==> config.mk <==
export PLATFORM = sky130hd
export DESIGN_NAME = anton_neopixel_rx_flat
export DESIGN_NICKNAME = d
export VERILOG_FILES = /design/src/rtl/anton_neopixel_rx_if.sv /design/src/rtl/anton_neopixel_rx.sv /design/src/flat_wrapper.sv
export SDC_FILE = /design/constraint.sdc
export NUM_CORES = 1
export LEC_CHECK = 0
export CORE_MARGIN = 5
export CORE_UTILIZATION = 66
export CTS_BUF_LIST = sky130_fd_sc_hd__clkbuf_2 sky130_fd_sc_hd__clkbuf_4 sky130_fd_sc_hd__clkbuf_8
export CTS_CLUSTER_SIZE = 25
export DETAILED_ROUTE_END_ITERATION = 10
export DONT_BUFFER_PORTS = 1
export PLACE_DENSITY = 0.83
export SYNTH_ARGS = -nofsm -noshare
export SYNTH_HDL_FRONTEND = slang
export SYNTH_SLANG_ARGS = --single-unit
export TNS_END_PERCENT = 50
==> constraint.sdc <==
create_clock -name clk7mhz -period 2.6 [get_ports clk7mhz]
set_clock_uncertainty 0.15 [all_clocks]
set_input_delay 0.26 -clock clk7mhz [delete_from_list [all_inputs] [get_ports clk7mhz]]
set_output_delay 0.26 -clock clk7mhz [all_outputs]
set_load 0.01 [all_outputs]
==> src/rtl/anton_neopixel_rx_if.sv <==
// ----------------------------------------------------------------------------
// anton_neopixel_rx_if
// Byte-wide write port that carries decoded WS2812 bytes from the receiver
// into a pixel buffer.
//   pixWrite  one-cycle strobe, pixAddr/pixData valid while high
//   pixAddr   byte address within the current frame (ADDR_W bits)
//   pixData   decoded byte, first received bit in bit 7
// master: the receiver drives the port; slave: the buffer/consumer.
// ----------------------------------------------------------------------------
interface anton_neopixel_rx_if #(
  parameter int ADDR_W = 5
);
  logic              pixWrite;
  logic [ADDR_W-1:0] pixAddr;
  logic [7:0]        pixData;

  modport master (output pixWrite, output pixAddr, output pixData);
  modport slave  (input  pixWrite, input  pixAddr, input  pixData);
endinterface

==> src/rtl/anton_neopixel_rx.sv <==
// ----------------------------------------------------------------------------
// anton_neopixel_rx
// WS2812 single-wire receiver. Samples the serial line on the 7 MHz clock,
// classifies each bit by its high-pulse width and writes assembled bytes
// (MSB first) to a byte-addressed buffer port, starting at address 0 per frame.
//
// Ports:
//   clk7mhz      in   sole clock
//   rstn         in   asynchronous active-low reset
//   neoDataIn    in   serial line, asynchronous to clk7mhz
//   pix          if   write port (pixWrite / pixAddr / pixData), master side
//   frameDone    out  one-cycle pulse when a frame ends on a long low
//   frameBytes   out  bytes stored by the last completed frame
//   rxActive     out  high while a bit is being received (HIGH or LOW state)
//   errOverflow  out  sticky: frame carried more bytes than the buffer holds
//   errGlitch    out  sticky: a high pulse was longer than HIGH_MAX ticks
// ----------------------------------------------------------------------------
module anton_neopixel_rx #(
  parameter  int BUFFER_END    = 31,
  parameter  int RESET_DELAY   = 350,
  parameter  int BIT_THRESHOLD = 4,
  parameter  int HIGH_MAX      = 7,
  localparam int BUFFER_BITS   = $clog2(BUFFER_END + 1)
) (
  input  logic                     clk7mhz,
  input  logic                     rstn,
  input  logic                     neoDataIn,
  anton_neopixel_rx_if.master      pix,
  output logic                     frameDone,
  output logic [BUFFER_BITS:0]     frameBytes,
  output logic                     rxActive,
  output logic                     errOverflow,
  output logic                     errGlitch
);

  localparam logic [1:0] ST_ARM  = 2'd0;
  localparam logic [1:0] ST_IDLE = 2'd1;
  localparam logic [1:0] ST_HIGH = 2'd2;
  localparam logic [1:0] ST_LOW  = 2'd3;

  // highCnt does not count the tick on which the rising edge is seen, so the
  // pulse width at the falling edge is highCnt+1, and while still high in
  // HIGH the width so far is highCnt+2. Thresholds are shifted to match.
  localparam logic [3:0]           BIT_ONE_CNT = 4'(BIT_THRESHOLD - 1);
  localparam logic [3:0]           GLITCH_CNT  = 4'(HIGH_MAX - 1);
  localparam logic [9:0]           RST_TICKS   = 10'(RESET_DELAY);
  localparam logic [BUFFER_BITS:0] LAST_ADDR   = (BUFFER_BITS + 1)'(BUFFER_END);

  function automatic logic [3:0] sat_inc4(input logic [3:0] v);
    return (v == 4'hF) ? v : v + 4'd1;
  endfunction

  logic                   sync1_q, s_q, s_d_q;
  logic [1:0]             state_q, state_d;
  logic [3:0]             highCnt_q, highCnt_d;
  logic [9:0]             lowCnt_q, lowCnt_d;
  logic [2:0]             bitCnt_q, bitCnt_d;
  logic [6:0]             shift_q, shift_d;
  logic [BUFFER_BITS:0]   byteCnt_q, byteCnt_d;
  logic                   pixWrite_q, pixWrite_d;
  logic [BUFFER_BITS-1:0] pixAddr_q, pixAddr_d;
  logic [7:0]             pixData_q, pixData_d;
  logic                   frameDone_q, frameDone_d;
  logic [BUFFER_BITS:0]   frameBytes_q, frameBytes_d;
  logic                   errOverflow_q, errOverflow_d;
  logic                   errGlitch_q, errGlitch_d;

  logic                   rise, fall, bitVal;
  logic [9:0]             lowInc;
  logic [7:0]             newByte;

  // Synchronizer and edge-detect stage
  always_ff @(posedge clk7mhz or negedge rstn) begin
    if (!rstn) begin
      sync1_q <= 1'b0;
      s_q     <= 1'b0;
      s_d_q   <= 1'b0;
    end else begin
      sync1_q <= neoDataIn;
      s_q     <= sync1_q;
      s_d_q   <= s_q;
    end
  end

  assign rise    = s_q & ~s_d_q;
  assign fall    = ~s_q & s_d_q;
  assign lowInc  = lowCnt_q + 10'd1;
  assign bitVal  = (highCnt_q >= BIT_ONE_CNT);
  assign newByte = {shift_q, bitVal};

  // Decode stage
  always_comb begin
    state_d       = state_q;
    highCnt_d     = highCnt_q;
    lowCnt_d      = lowCnt_q;
    bitCnt_d      = bitCnt_q;
    shift_d       = shift_q;
    byteCnt_d     = byteCnt_q;
    pixWrite_d    = 1'b0;
    pixAddr_d     = pixAddr_q;
    pixData_d     = pixData_q;
    frameDone_d   = 1'b0;
    frameBytes_d  = frameBytes_q;
    errOverflow_d = errOverflow_q;
    errGlitch_d   = errGlitch_q;

    case (state_q)
      ST_ARM: begin
        // Only a full reset-length low proves we are between frames.
        if (s_q) begin
          lowCnt_d = 10'd0;
        end else if (lowInc == RST_TICKS) begin
          lowCnt_d = 10'd0;
          state_d  = ST_IDLE;
        end else begin
          lowCnt_d = lowInc;
        end
      end

      ST_IDLE: begin
        if (rise) begin
          errOverflow_d = 1'b0;
          errGlitch_d   = 1'b0;
          byteCnt_d     = '0;
          bitCnt_d      = 3'd0;
          shift_d       = 7'd0;
          highCnt_d     = 4'd0;
          state_d       = ST_HIGH;
        end
      end

      ST_HIGH: begin
        if (fall) begin
          shift_d  = newByte[6:0];
          bitCnt_d = bitCnt_q + 3'd1;
          lowCnt_d = 10'd0;
          state_d  = ST_LOW;
          if (bitCnt_q == 3'd7) begin
            if (byteCnt_q <= LAST_ADDR) begin
              pixWrite_d = 1'b1;
              pixAddr_d  = byteCnt_q[BUFFER_BITS-1:0];
              pixData_d  = newByte;
              byteCnt_d  = byteCnt_q + 1'b1;
            end else begin
              errOverflow_d = 1'b1;
            end
          end
        end else if (s_q) begin
          if (highCnt_q >= GLITCH_CNT) begin
            errGlitch_d = 1'b1;
            lowCnt_d    = 10'd0;
            state_d     = ST_ARM;
          end else begin
            highCnt_d = sat_inc4(highCnt_q);
          end
        end
      end

      default: begin  // ST_LOW
        if (rise) begin
          highCnt_d = 4'd0;
          state_d   = ST_HIGH;
        end else if (lowInc == RST_TICKS) begin
          // End of frame: any partial byte is dropped here.
          frameDone_d  = 1'b1;
          frameBytes_d = byteCnt_q;
          bitCnt_d     = 3'd0;
          shift_d      = 7'd0;
          lowCnt_d     = 10'd0;
          state_d      = ST_IDLE;
        end else begin
          lowCnt_d = lowInc;
        end
      end
    endcase
  end

  // Output register stage
  always_ff @(posedge clk7mhz or negedge rstn) begin
    if (!rstn) begin
      state_q       <= ST_ARM;
      highCnt_q     <= 4'd0;
      lowCnt_q      <= 10'd0;
      bitCnt_q      <= 3'd0;
      shift_q       <= 7'd0;
      byteCnt_q     <= '0;
      pixWrite_q    <= 1'b0;
      pixAddr_q     <= '0;
      pixData_q     <= 8'd0;
      frameDone_q   <= 1'b0;
      frameBytes_q  <= '0;
      errOverflow_q <= 1'b0;
      errGlitch_q   <= 1'b0;
    end else begin
      state_q       <= state_d;
      highCnt_q     <= highCnt_d;
      lowCnt_q      <= lowCnt_d;
      bitCnt_q      <= bitCnt_d;
      shift_q       <= shift_d;
      byteCnt_q     <= byteCnt_d;
      pixWrite_q    <= pixWrite_d;
      pixAddr_q     <= pixAddr_d;
      pixData_q     <= pixData_d;
      frameDone_q   <= frameDone_d;
      frameBytes_q  <= frameBytes_d;
      errOverflow_q <= errOverflow_d;
      errGlitch_q   <= errGlitch_d;
    end
  end

  assign pix.pixWrite = pixWrite_q;
  assign pix.pixAddr  = pixAddr_q;
  assign pix.pixData  = pixData_q;
  assign frameDone    = frameDone_q;
  assign frameBytes   = frameBytes_q;
  assign rxActive     = (state_q == ST_HIGH) || (state_q == ST_LOW);
  assign errOverflow  = errOverflow_q;
  assign errGlitch    = errGlitch_q;

endmodule

==> src/flat_wrapper.sv <==
// flat-port wrapper written by rule: the top's interface ports become plain ports
module anton_neopixel_rx_flat 
#(
  parameter  int BUFFER_END    = 31,
  parameter  int RESET_DELAY   = 350,
  parameter  int BIT_THRESHOLD = 4,
  parameter  int HIGH_MAX      = 7,
  localparam int BUFFER_BITS   = $clog2(BUFFER_END + 1)
)
  (clk7mhz, rstn, neoDataIn, frameDone, frameBytes, rxActive, errOverflow, errGlitch, pix_pixWrite, pix_pixAddr, pix_pixData);
  anton_neopixel_rx_if #(.ADDR_W(5)) pix_i ();
  input  logic clk7mhz;
  input  logic rstn;
  input  logic neoDataIn;
  output logic frameDone;
  output logic [BUFFER_BITS:0] frameBytes;
  output logic rxActive;
  output logic errOverflow;
  output logic errGlitch;
  output wire logic [$bits(pix_i.pixWrite)-1:0] pix_pixWrite;
  output wire logic [$bits(pix_i.pixAddr)-1:0] pix_pixAddr;
  output wire logic [$bits(pix_i.pixData)-1:0] pix_pixData;
  assign pix_pixWrite = pix_i.pixWrite;
  assign pix_pixAddr = pix_i.pixAddr;
  assign pix_pixData = pix_i.pixData;
  anton_neopixel_rx #(.BUFFER_END(BUFFER_END), .RESET_DELAY(RESET_DELAY), .BIT_THRESHOLD(BIT_THRESHOLD), .HIGH_MAX(HIGH_MAX)) u_core (.clk7mhz(clk7mhz), .rstn(rstn), .neoDataIn(neoDataIn), .pix(pix_i), .frameDone(frameDone), .frameBytes(frameBytes), .rxActive(rxActive), .errOverflow(errOverflow), .errGlitch(errGlitch));
endmodule
==> impl_metrics.prom <==
# TYPE chip_impl_metric gauge
chip_impl_info{name="run_status",value="finished clean"} 1
chip_impl_metric{name="cp_data_required_time",unit="ps"} 2680
chip_impl_metric{name="die_width",unit="um"} 77.0
chip_impl_metric{name="clock_sink_count",unit=""} 58
chip_impl_metric{name="max-cap-violations",unit=""} 0
chip_impl_info{name="min_to",value="u_core.s_q$_DFF_PN0_"} 1
chip_impl_metric{name="grt_pass1_vias",unit=""} 2122
chip_impl_metric{name="post_synth_instance_area",unit="um2"} 2960
chip_impl_metric{name="slew_violations",unit=""} 0
chip_impl_metric{name="num_rows",unit=""} 24
chip_impl_metric{name="instances_no_fill",unit=""} 327
chip_impl_metric{name="worst_hold_path.num_cells",unit=""} 0
chip_impl_metric{name="asyncSetResetFlopFracSynth",unit="%"} 100
chip_impl_metric{name="hold_violations",unit=""} 0
chip_impl_metric{name="routed-via-count",unit=""} 2084
chip_impl_metric{name="mappedNetlistNets",unit=""} 275
chip_impl_metric{name="timing.setup.tns",unit="ps"} 0
chip_impl_metric{name="fraction_of_power_consumed_by_combinational_cells",unit="%"} 4.7
chip_impl_info{name="crit-reg2reg-capture",value="u_core.lowCnt_q[9]$_DFFE_PN0P_"} 1
chip_impl_info{name="busiest_layer",value="met2"} 1
chip_impl_metric{name="achievable-frequency",unit="GHz"} 0.427
chip_impl_metric{name="post_cts.resized_instances",unit=""} 0
chip_impl_metric{name="cts_made_buffers",unit=""} 9
chip_impl_metric{name="timing.final.crit_share",unit="%"} 90.1
chip_impl_metric{name="slew_headroom",unit="%"} 58.7
chip_impl_metric{name="clk_latency",unit="ps"} 340
chip_impl_metric{name="reg2reg_depth",unit=""} 7
chip_impl_metric{name="number_of_vias_per_cell_after_detailed_routing",unit=""} 6.37
chip_impl_info{name="top_reg_cell_synth",value="sky130_fd_sc_hd__dfrtp_1"} 1
chip_impl_metric{name="routedWlPerCell",unit="um"} 18.0
chip_impl_metric{name="synth-warning-count",unit=""} 0
chip_impl_metric{name="route.antenna.remaining_nets",unit=""} 0
chip_impl_metric{name="grt_start_max_net_pins",unit=""} 59
chip_impl_info{name="cts_root_buffer",value="sky130_fd_sc_hd__clkbuf_8"} 1
chip_impl_info{name="startpoint_type",value="register"} 1
chip_impl_metric{name="num_antenna_cells",unit=""} 0
chip_impl_info{name="min_path_type",value="reg2reg"} 1
chip_impl_metric{name="drt_iter0_markers",unit=""} 116
chip_impl_metric{name="ys_ff_latch",unit=""} 58
chip_impl_metric{name="synthesis.area_per_instance",unit="um2"} 11.3
chip_impl_metric{name="p_per_area",unit="nW/um2"} 550
chip_impl_metric{name="power_switching_share",unit="%"} 23.5
chip_impl_metric{name="power.net_switching",unit="mW"} 0.419
chip_impl_metric{name="place_hpwl",unit="um"} 3940
chip_impl_metric{name="max_stage_delay",unit="ps"} 500
chip_impl_metric{name="initial_antenna_violation_count",unit=""} 0
chip_impl_metric{name="grtUsageTotal",unit="%"} 22.1
chip_impl_metric{name="post_cts.repair.setup_buffers",unit=""} 0
chip_impl_metric{name="fillerInstances",unit=""} 283
chip_impl_metric{name="final_net_count",unit=""} 284
chip_impl_metric{name="layout_min_cycle_time",unit="ps"} 2340
chip_impl_metric{name="die_ar",unit="um2"} 5930
chip_impl_metric{name="globalRouteMet3Util",unit="%"} 8.20
chip_impl_metric{name="grtUsageMet2",unit="%"} 34.6
chip_impl_metric{name="r2r_setup_slack",unit="ps"} 260
chip_impl_info{name="crit_path_top_delay_cell",value="sky130_fd_sc_hd__or3b_2"} 1
chip_impl_info{name="endpoint_kind",value="register"} 1
chip_impl_info{name="min-delay-start",value="u_core.sync1_q$_DFF_PN0_"} 1
chip_impl_info{name="final_cell_mix",value="sky130_fd_sc_hd__dfrtp_1, sky130_fd_sc_hd__mux2_2, sky130_fd_sc_hd__inv_1"} 1
chip_impl_metric{name="synth-edff-count",unit=""} 0
chip_impl_metric{name="power_frac_seq",unit="%"} 52.3
chip_impl_info{name="critical_path.cell_chain",value="inv_1 -> ha_1 -> or3b_2 -> a21oi_1 -> nor3_1 -> buf_4 -> a22o_1"} 1
chip_impl_metric{name="clock_pin_slew_reported_for_the_worst_setup_and_hold_paths_after_clock_tree_synthesis",unit="ps"} 60
chip_impl_metric{name="intPower",unit="mW"} 1.36
chip_impl_metric{name="syn2layout_area_growth",unit="%"} 9.59
chip_impl_metric{name="synth.yosys.seq_area_share",unit="%"} 49.0
chip_impl_metric{name="power.clock.fraction",unit="%"} 43.1
chip_impl_info{name="crit-reg2reg-launch",value="u_core.state_q[0]$_DFFE_PN0P_"} 1
chip_impl_metric{name="cts_htree_levels",unit=""} 3
chip_impl_metric{name="core_area",unit="um2"} 4350
chip_impl_metric{name="tightest_slew",unit="ps"} 615
chip_impl_metric{name="critical_path_peak_fanout",unit=""} 11
chip_impl_metric{name="syn-instance-count",unit=""} 261
chip_impl_info{name="cts_tree",value="yes"} 1
chip_impl_metric{name="place_inst",unit=""} 308
chip_impl_metric{name="initial_utilization",unit="%"} 68.0
chip_impl_metric{name="globalRouteOverflowTotal",unit=""} 0
chip_impl_metric{name="max-clock-path-buffers",unit=""} 2
chip_impl_metric{name="final_core_utilization",unit="%"} 74.5
chip_impl_metric{name="cp.arrival",unit="ps"} 2420
chip_impl_metric{name="setup_viol",unit=""} 0
chip_impl_metric{name="vdd.ir_drop.worst",unit="V"} 0.000471
chip_impl_metric{name="drive_above_1_share",unit="%"} 21.5
chip_impl_metric{name="use_met1",unit="%"} 28.5
chip_impl_metric{name="gpl.final_weighted_congestion",unit=""} 0.932
chip_impl_metric{name="die_height",unit="um"} 77.0
chip_impl_info{name="mostFrequentLayoutCell",value="sky130_fd_sc_hd__dfrtp_1"} 1
chip_impl_metric{name="io_pins",unit=""} 27
chip_impl_info{name="rsz0062_at_grt",value="false"} 1
chip_impl_metric{name="i_o_buffers",unit=""} 0
chip_impl_info{name="timing.setup.critical_path_class",value="reg2reg"} 1
chip_impl_metric{name="totalWireLength",unit="um"} 5870
chip_impl_metric{name="synth.lib_cells_used.distinct",unit=""} 61
chip_impl_metric{name="leakage",unit="nW"} 1.51
chip_impl_metric{name="drc",unit=""} 0
chip_impl_metric{name="detailedRoute.firstPassIterationCount",unit=""} 4
chip_impl_metric{name="grt_pass1_wl",unit="um"} 10500
repair_timing:
action                                 CTS  global route
endpoints found under the hold margin   59             0
setup endpoints to repair                0             0
hold buffers                             3             0
worst max-delay path by stage:
stage	start	to	slack (ps)
floorplan	u_core.state_q[0]$_DFFE_PN0P_	u_core.pix.pixData[0]$_DFFE_PN0P_	370
global placement	u_core.state_q[0]$_DFFE_PN0P_	u_core.lowCnt_q[9]$_DFFE_PN0P_	340
detailed placement	u_core.state_q[0]$_DFFE_PN0P_	u_core.lowCnt_q[9]$_DFFE_PN0P_	270
CTS	u_core.state_q[0]$_DFFE_PN0P_	u_core.lowCnt_q[9]$_DFFE_PN0P_	270
global route	u_core.state_q[0]$_DFFE_PN0P_	u_core.bitCnt_q[0]$_DFFE_PN0P_	90
finish	u_core.state_q[0]$_DFFE_PN0P_	u_core.lowCnt_q[9]$_DFFE_PN0P_	260
metrics by stage:
stage	power, mW	hold WS [ps]	setup slack, ps	instance area, um2
2_1_floorplan	0.993	-186	368	2960
3_3_place_gp	1.00	-184	340	3010
3_5_place_dp	1.01	-184	268	3010
4_1_cts	1.80	204	271	3250
5_1_grt	1.87	217	90.0	3250
6_report	1.78	200	259	3250
logic make-up (layout without fill, tap and decap cells):
group	after synthesis	after routing	synth area share, %
buffers and inverters	27	41	4.18
and+or+nand+nor	81	81	16.1
xor gates and xnor gates	7	7	2.70
DFF	58	58	49.0
AOI/OAI and AO/OA	52	52	14.0
adders and majority gates	11	11	4.65
muxes	25	25	9.38
synth_stat cells, drive strengths merged, types with 3 or more instances:
master,n,area (um2)
a211oi,3,27.5
a21o,3,22.5
a21oi,4,20.0
a32o,7,70.1
and2,4,25.0
and3,4,26.3
and4b,3,31.3
buf,6,45.0
clkbuf,5,18.8
dfrtp,58,1450
ha,11,138
inv,16,60.1
mux2,22,248
mux2i,3,30.0
nand2,15,56.3
nand2b,7,43.8
nand3,11,60.1
nand4,3,18.8
nor2,13,48.8
nor3,5,36.3
nor3b,3,32.5
o211ai,3,22.5
o21ai,8,40.0
o221ai,5,43.8
xor2,5,43.8
state kept, by name, indices dropped and copies added (netlist names):
name and cells:
u_core.frameBytes 6, u_core.pix.pixAddr 5, u_core.highCnt_q 4, u_core.errOverflow 1
u_core.frameDone 1, u_core.pix.pixWrite 1, u_core.byteCnt_q 6, u_core.errGlitch 1
u_core.shift_q 7, u_core.state_q 2, u_core.s_d_q 1, u_core.bitCnt_q 3
u_core.sync1_q 1, u_core.s_q 1, u_core.pix.pixData 8, u_core.lowCnt_q 10
layer usage:
metal,share of wire (%),up-vias
met1,44,1040
met4,0.85,0
met5,0,-
met2,49,57
li1,-,980
met3,5.2,7
power groups by stage:
stage / clock network [mW] / logic (mW) / registers, mW
3_5_place_dp: 0 / 0.0577 / 0.948
3_3_place_gp: 0 / 0.0568 / 0.947
2_1_floorplan: 0 / 0.0518 / 0.941
6_report: 0.769 / 0.0833 / 0.932
5_1_grt: 0.841 / 0.0943 / 0.934
4_1_cts: 0.783 / 0.0840 / 0.931
area by class of cell:
cell class | instances | area (um2) | area share, %
Tap cell | 52 | 65.1 | 2.00
Clock inverter | 4 | 25.0 | 0.771
Timing Repair Buffer | 9 | 92.6 | 2.85
Clock buffer | 12 | 165 | 5.09
Sequential cell | 58 | 1450 | 44.7
Inverter | 16 | 60.1 | 1.85
Multi-Input combinational cell | 176 | 1390 | 42.7
critical path, delay by kind of cell, from the launching register on:
kind	cells	cell delay, ps
buffers and inverters	2	280
AOI/OAI and AO/OA	2	460
and+or+nand+nor	2	580
adders and majority gates	1	350
DFF	1	410
Note: power is estimated with default switching activity, not from simulation.
